`src/rtl/mac_arbiter_if.sv`:
```
// Handshake and operand bundle between the operand sources, the
// mac_arbiter scheduler and the result consumer.
interface mac_arbiter_if #(
    parameter int NREQ = 4,
    parameter int IDW  = $clog2(NREQ)
);
    logic [NREQ-1:0]   req;
    logic [4*NREQ-1:0] a_in;
    logic [4*NREQ-1:0] b_in;
    logic [4*NREQ-1:0] c_in;
    logic [4*NREQ-1:0] d_in;
    logic [NREQ-1:0]   gnt;
    logic              busy;
    logic              res_valid;
    logic [IDW-1:0]    res_id;
    logic [7:0]        Q1;
    logic              ovf;

    // Requesters and result consumer side
    modport master (
        output req, a_in, b_in, c_in, d_in,
        input  gnt, busy, res_valid, res_id, Q1, ovf
    );

    // Scheduler side
    modport slave (
        input  req, a_in, b_in, c_in, d_in,
        output gnt, busy, res_valid, res_id, Q1, ovf
    );
endinterface

```
`src/rtl/mac_arbiter.sv`:
```
// Round-robin scheduler for a shared 4x4 multiplier computing
// Q1 = sat8(a*b + c*d). One operation takes two multiply cycles (a*b, then
// c*d) after a one-cycle grant; the result is tagged with the requester id.
module mac_arbiter #(
    parameter int NREQ = 4,
    parameter int IDW  = $clog2(NREQ)
) (
    input  logic          clk,
    input  logic          rstN,
    mac_arbiter_if.slave  bus
);

    typedef enum logic [1:0] {
        ST_IDLE = 2'd0,
        ST_MUL1 = 2'd1,
        ST_MUL2 = 2'd2
    } state_t;

    state_t          state_r;
    logic [IDW-1:0]  last_id_r;
    logic [IDW-1:0]  win_id_r;
    logic [3:0]      a_r;
    logic [3:0]      b_r;
    logic [3:0]      c_r;
    logic [3:0]      d_r;
    logic [8:0]      acc_r;
    logic [NREQ-1:0] gnt_r;
    logic            busy_r;
    logic            res_valid_r;
    logic [IDW-1:0]  res_id_r;
    logic [7:0]      q1_r;
    logic            ovf_r;

    logic            sel_found_s;
    logic [IDW-1:0]  sel_id_s;
    logic [IDW-1:0]  idx_s;
    logic [3:0]      sel_a_s;
    logic [3:0]      sel_b_s;
    logic [3:0]      sel_c_s;
    logic [3:0]      sel_d_s;
    logic [3:0]      mul_x_s;
    logic [3:0]      mul_y_s;
    logic [7:0]      prod_s;
    logic [8:0]      sum_s;

    // Clamp a 9-bit sum to 8 bits; bit 8 set means the sum exceeded 255.
    function automatic logic [7:0] sat8(input logic [8:0] v);
        sat8 = v[8] ? 8'hFF : v[7:0];
    endfunction

    // Round-robin pick: first requester after last_id, ascending with wrap.
    always_comb begin
        sel_found_s = 1'b0;
        sel_id_s    = '0;
        idx_s       = '0;
        for (int k = 1; k <= NREQ; k++) begin
            idx_s       = IDW'((int'(last_id_r) + k) % NREQ);
            sel_id_s    = (bus.req[idx_s] && !sel_found_s) ? idx_s : sel_id_s;
            sel_found_s = sel_found_s | bus.req[idx_s];
        end
    end

    // Route the winning requester's packed operands to the capture registers.
    always_comb begin
        sel_a_s = 4'd0;
        sel_b_s = 4'd0;
        sel_c_s = 4'd0;
        sel_d_s = 4'd0;
        for (int i = 0; i < NREQ; i++) begin
            sel_a_s = (sel_id_s == IDW'(i)) ? bus.a_in[4*i +: 4] : sel_a_s;
            sel_b_s = (sel_id_s == IDW'(i)) ? bus.b_in[4*i +: 4] : sel_b_s;
            sel_c_s = (sel_id_s == IDW'(i)) ? bus.c_in[4*i +: 4] : sel_c_s;
            sel_d_s = (sel_id_s == IDW'(i)) ? bus.d_in[4*i +: 4] : sel_d_s;
        end
    end

    // The one shared multiplier: c*d in MUL2, a*b otherwise; sum feeds MUL2.
    always_comb begin
        mul_x_s = a_r;
        mul_y_s = b_r;
        if (state_r == ST_MUL2) begin
            mul_x_s = c_r;
            mul_y_s = d_r;
        end else begin
            mul_x_s = a_r;
            mul_y_s = b_r;
        end
        prod_s = {4'd0, mul_x_s} * {4'd0, mul_y_s};
        sum_s  = acc_r + {1'b0, prod_s};
    end

    // Sequencer: grant and capture in IDLE, a*b in MUL1, finish in MUL2.
    always_ff @(posedge clk) begin
        if (!rstN) begin
            state_r     <= ST_IDLE;
            last_id_r   <= IDW'(NREQ - 1);
            win_id_r    <= '0;
            a_r         <= 4'd0;
            b_r         <= 4'd0;
            c_r         <= 4'd0;
            d_r         <= 4'd0;
            acc_r       <= 9'd0;
            gnt_r       <= '0;
            busy_r      <= 1'b0;
            res_valid_r <= 1'b0;
            res_id_r    <= '0;
            q1_r        <= 8'd0;
            ovf_r       <= 1'b0;
        end else begin
            gnt_r       <= '0;
            res_valid_r <= 1'b0;
            case (state_r)
                ST_IDLE: begin
                    if (sel_found_s) begin
                        a_r       <= sel_a_s;
                        b_r       <= sel_b_s;
                        c_r       <= sel_c_s;
                        d_r       <= sel_d_s;
                        win_id_r  <= sel_id_s;
                        last_id_r <= sel_id_s;
                        gnt_r     <= {{(NREQ-1){1'b0}}, 1'b1} << sel_id_s;
                        busy_r    <= 1'b1;
                        state_r   <= ST_MUL1;
                    end else begin
                        busy_r    <= 1'b0;
                        state_r   <= ST_IDLE;
                    end
                end
                ST_MUL1: begin
                    acc_r   <= {1'b0, prod_s};
                    busy_r  <= 1'b1;
                    state_r <= ST_MUL2;
                end
                ST_MUL2: begin
                    q1_r        <= sat8(sum_s);
                    ovf_r       <= sum_s[8];
                    res_id_r    <= win_id_r;
                    res_valid_r <= 1'b1;
                    busy_r      <= 1'b0;
                    state_r     <= ST_IDLE;
                end
                default: begin
                    busy_r  <= 1'b0;
                    state_r <= ST_IDLE;
                end
            endcase
        end
    end

    assign bus.gnt       = gnt_r;
    assign bus.busy      = busy_r;
    assign bus.res_valid = res_valid_r;
    assign bus.res_id    = res_id_r;
    assign bus.Q1        = q1_r;
    assign bus.ovf       = ovf_r;

endmodule

```
`src/flat_wrapper.sv`:
```
// flat-port wrapper written by rule: the top's interface ports become plain ports
module mac_arbiter_flat 
#(
    parameter int NREQ = 4,
    parameter int IDW  = $clog2(NREQ)
)
  (clk, rstN, bus_req, bus_a_in, bus_b_in, bus_c_in, bus_d_in, bus_gnt, bus_busy, bus_res_valid, bus_res_id, bus_Q1, bus_ovf);
  mac_arbiter_if #(.NREQ(NREQ), .IDW(IDW)) bus_i ();
  input  logic clk;
  input  logic rstN;
  input wire logic [$bits(bus_i.req)-1:0] bus_req;
  input wire logic [$bits(bus_i.a_in)-1:0] bus_a_in;
  input wire logic [$bits(bus_i.b_in)-1:0] bus_b_in;
  input wire logic [$bits(bus_i.c_in)-1:0] bus_c_in;
  input wire logic [$bits(bus_i.d_in)-1:0] bus_d_in;
  output wire logic [$bits(bus_i.gnt)-1:0] bus_gnt;
  output wire logic [$bits(bus_i.busy)-1:0] bus_busy;
  output wire logic [$bits(bus_i.res_valid)-1:0] bus_res_valid;
  output wire logic [$bits(bus_i.res_id)-1:0] bus_res_id;
  output wire logic [$bits(bus_i.Q1)-1:0] bus_Q1;
  output wire logic [$bits(bus_i.ovf)-1:0] bus_ovf;
  assign bus_i.req = bus_req;
  assign bus_i.a_in = bus_a_in;
  assign bus_i.b_in = bus_b_in;
  assign bus_i.c_in = bus_c_in;
  assign bus_i.d_in = bus_d_in;
  assign bus_gnt = bus_i.gnt;
  assign bus_busy = bus_i.busy;
  assign bus_res_valid = bus_i.res_valid;
  assign bus_res_id = bus_i.res_id;
  assign bus_Q1 = bus_i.Q1;
  assign bus_ovf = bus_i.ovf;
  mac_arbiter #(.NREQ(NREQ), .IDW(IDW)) u_core (.clk(clk), .rstN(rstN), .bus(bus_i));
endmodule
```
`config.mk`:
```
export PLATFORM = sky130hd
export DESIGN_NAME = mac_arbiter_flat
export DESIGN_NICKNAME = d
export VERILOG_FILES = /design/src/rtl/mac_arbiter_if.sv /design/src/rtl/mac_arbiter.sv /design/src/flat_wrapper.sv
export SDC_FILE = /design/constraint.sdc
export NUM_CORES = 1
export LEC_CHECK = 0
export CORE_ASPECT_RATIO = 1.75
export CORE_MARGIN = 10
export CORE_UTILIZATION = 45
export DETAILED_ROUTE_END_ITERATION = 16
export PLACE_DENSITY_LB_ADDON = 0.3
export SLEW_MARGIN = 5
export SYNTH_ARGS = -nofsm -noshare
export SYNTH_HDL_FRONTEND = slang
export SYNTH_SLANG_ARGS = --single-unit
```
`constraint.sdc`:
```
create_clock -name clk -period 5.77 [get_ports clk]
set_input_delay 0.8655 -clock clk [delete_from_list [all_inputs] [get_ports clk]]
set_output_delay 0.8655 -clock clk [all_outputs]
set_load 0.005 [all_outputs]
```
==> summary.txt <==
Detailed routing
  • Vias after detailed routing: 3109
  • Routed len/inst: 16.3 um
  • DRC errors left: 0
  • DR iter-0 viols: 94
  • Antenna Nets Post-Route: 0
  • Post-Route WL: 8810 um
  • Router iterations before antenna repair: 4
  • Vias per cell: 5.75

Place
  • Placement Setup Slack: 1.00 ns
  • Port Buf Inserts: 86
  • Routability congestion estimate: 0.999
  • Detailed placer's ending HPWL: 7210 um

STA
  • Fmax: 0.210 GHz
  • Final clock skew: 0.00449 ns
  • Final hold viol count: 0
  • RSZ-0062 raised after global routing: false
  • Slew @ Worst Pin: 0.754 ns
  • Period minus WS final: 4.76 ns
  • Final period util: 82.6%
  • Relative slew slack: 49.6%
  • Pins Over Slew Limit: 0
  • Finish-stage setup viols: 0
  • Setup TNS: 0 ns
  • Final hold slack: 0.456 ns
  • PnR worst setup slack: 1.01 ns

Pwr
  • LEAKAGE: 1.80 nW
  • VDD IR max: 112 uV
  • Part of the power in registers: 41.3%
  • Logic pwr share: 28.6%
  • Power per cell area: 228 nW/um^2
  • Sw Share: 30.8%
  • Total power: 967 uW
  • Internal Power: 669 uW
  • Net Switching: 298 uW
  • Clk pwr share: 30.1%

Finish
  • Register area: 941 um^2
  • Final #Nets: 551
  • Multi-input gate area: 2120 um^2
  • Layout fillers: 606
  • Area grow syn2layout: 32.1%
  • ANT cells: 0
  • Share of cells above drive strength 1: 6.56%

Clock tree
  • H-tree depth: 2
  • CTS buffer count: 5
  • CTS Sinks: 47
  • CTS max path bufs: 2
  • Post-cts sizing count: 0
  • CTS tree: yes
  • CTS clock-pin slew for the worst setup and hold paths: 0.06 ns
  • Clk root buf: clkbuf_16
  • Number of setup buffers added after CTS: 0
  • Clk_lat worst skew: 0.29 ns
  • CTS Hold Buffers Added: 0

Critical path
  • WP data required: 5.93 ns
  • Origin of the worst setup path: u_core.state_r[0]$_SDFF_PN0_
  • FF-to-FF setup slack: 1.01 ns
  • CP Launch Type: flop
  • Worst-path fanout max: 21
  • R2r endpoint: u_core.bus.Q1[0]$_SDFFE_PN0P_
  • R2r worst-path depth: 15
  • Critical Path Sink Type: flop
  • Critical Path End: u_core.bus.Q1[0]$_SDFFE_PN0P_
  • Reg2reg start: u_core.state_r[0]$_SDFF_PN0_
  • Critical path class: flop to flop
  • CP cell instances: nand2b_1 -> a31oi_1 -> fa_1 -> inv_1 -> fa_1 -> ha_1 -> a21o_1 -> a21oi_1 -> o21ai_0 -> nor2_1 -> xnor2_1 -> ha_1 -> a211o_1 -> a31oi_2 -> a21oi_1
  • Crit path largest cell delay: 0.62 ns
  • Critical path's slowest cell: nand2b_1
  • Worst path arrival time: 4.93 ns

Logic synthesis
  • Post-synth top area cell: dfxtp_1
  • Ys async rst share: 0%
  • Mapped Cells: 382
  • Synth Warn #: 0
  • Synth top area share: 29.3%
  • EDFF count, synth: 0
  • Syn_nets: 477
  • Post-synthesis sequential element count: 47
  • Post-Syn Area: 3210 um^2
  • Seq/Total Area, Yosys: 29.3%
  • Netlist cell types: 49
  • Avg Cell Area, Syn: 8.40 um^2
  • Ys flop type: dfxtp_1
  • Largest cells by area after synthesis: dfxtp_1 (29%), ha_1 (7.8%), nand2_1 (6.1%)

Die
  • Starting Density: 46.4%
  • Die area: 11000 um^2
  • Die Span Y: 132 um
  • Io pins: 87
  • Row count: 40
  • Core ar.: 6910 um^2
  • Die width: 83.8 um

Global routing
  • Initial antenna violation count: 0
  • Number of global-route vias before repair: 3337
  • Total grt overflow: 0
  • Largest net degree at the start of global routing: 23
  • First-pass GRT wire length: 14700 um
  • GRT Util Overall: 15.6%

Worst hold path
  • Min-delay worst type: flop to flop

Flow run
  • Max-cap viol count: 0

Outcome
  • Outcome: finished clean
==> per-layer routing <==
metal	up-vias	wire [um]	GRT usage [%]
met2	116	4770	29.7
met1	1407	3130	13.5
li1	1559	-	-
met3	27	611	5.26
met5	-	0	0
met4	0	292	8.50
==> how the worst min path moves through the flow <==
| stage | startpoint | endpoint | slack [ns] | cells after the start |
|---|---|---|---|---|
| CTS | u_core.win_id_r[0]$_SDFFE_PN0P_ | u_core.bus.res_id[0]$_SDFFE_PN0P_ | 0.46 | 2 |
| floorplan | u_core.win_id_r[0]$_SDFFE_PN0P_ | u_core.bus.res_id[0]$_SDFFE_PN0P_ | 0.43 | 2 |
| global route | u_core.win_id_r[0]$_SDFFE_PN0P_ | u_core.bus.res_id[0]$_SDFFE_PN0P_ | 0.48 | 2 |
| global placement | u_core.win_id_r[0]$_SDFFE_PN0P_ | u_core.bus.res_id[0]$_SDFFE_PN0P_ | 0.44 | 2 |
| detailed placement | u_core.win_id_r[0]$_SDFFE_PN0P_ | u_core.win_id_r[0]$_SDFFE_PN0P_ | 0.45 | 2 |
| finish | u_core.win_id_r[0]$_SDFFE_PN0P_ | u_core.bus.res_id[0]$_SDFFE_PN0P_ | 0.46 | 2 |
==> registers in the layout, indices dropped and copies added (netlist names), 4 cells and up <==
name and flops:
u_core.bus.Q1 8, u_core.bus.gnt 4, u_core.c_r 4, u_core.d_r 4
u_core.a_r 4, u_core.b_r 4, u_core.acc_r 8
==> final cells by class <==
cell class	count	area share, %
sequential	47	22.2
timing repair buffer	89	20.9
clock inverter	1	0.207
tap	84	2.48
clock buffer	7	3.37
inverter	10	0.886
multi-input combinational	303	50.0
==> critical path, delay by kind of cell (launching register included) <==
family | cells | cell delay (ns)
XOR/XNOR | 1 | 0.13
adder cells (fa/ha/maj) | 4 | 1.67
AO/OA/AOI/OAI | 7 | 1.61
AND/OR/NAND/NOR | 2 | 0.76
flip-flops | 1 | 0.40
buffers and inverters | 1 | 0.06
==> kinds of logic after synthesis <==
logic type / after synthesis / synth area share [%]
AO/OA/AOI/OAI: 104 / 24.0
XOR/XNOR: 7 / 1.91
flip-flops: 47 / 29.3
adder cells (fa/ha/maj): 25 / 10.9
buffers and inverters: 32 / 4.64
multiplexers: 17 / 5.30
AND/OR/NAND/NOR: 150 / 23.9
==> power by group through the flow <==
stage               Sequential, mW  Clock (mW)  Combinational [mW]
finish                       0.400       0.291               0.276
CTS                          0.398       0.298               0.278
floorplan                    0.392           0               0.184
global route                 0.403       0.309               0.305
global placement             0.403           0               0.271
detailed placement           0.405           0               0.276
==> stage by stage <==
stage               cell area, um^2  cells  util (%)
finish                         4240    541      61.3
CTS                            4240    541      61.3
detailed placement             4090    533      59.1
global placement               4090    533      59.1
global route                   4240    541      61.3
floorplan                      3210    382         -
==> cells in the final DEF, fill, tap and decap left out, types with 2 or more instances in the layout <==
cell	count
clkdlybuf4s50_1	86
nand2_1	52
dfxtp_1	47
nand3_1	33
a21oi_1	22
ha_1	20
nor2_1	17
mux2i_1	17
a211o_1	16
o31ai_1	16
nand4_1	15
o21ai_0	14
inv_1	9
o211ai_2	9
nor2b_1	7
o211ai_1	6
nand2b_1	5
fa_1	5
clkbuf_16	5
a21o_1	4
xnor2_1	4
o21a_1	4
and3_1	4
nand4b_1	4
a31oi_1	3
nor3_1	3
xor2_1	3
buf_4	3
or3_1	2
a211oi_1	2
==> cell usage after synthesis (3+ instances only) <==
library cell	number
nand2_1	52
dfxtp_1	47
nand3_1	33
a21oi_1	22
ha_1	20
mux2i_1	17
nor2_1	17
a211o_1	16
o31ai_1	16
nand4_1	15
o21ai_0	14
clkbuf_1	11
inv_1	9
o211ai_2	9
nor2b_1	7
o211ai_1	6
buf_2	5
fa_1	5
nand2b_1	5
a21o_1	4
and3_1	4
nand4b_1	4
o21a_1	4
xnor2_1	4
a31oi_1	3
nor3_1	3
xor2_1	3
Note: power is estimated with default switching activity, not from simulation.
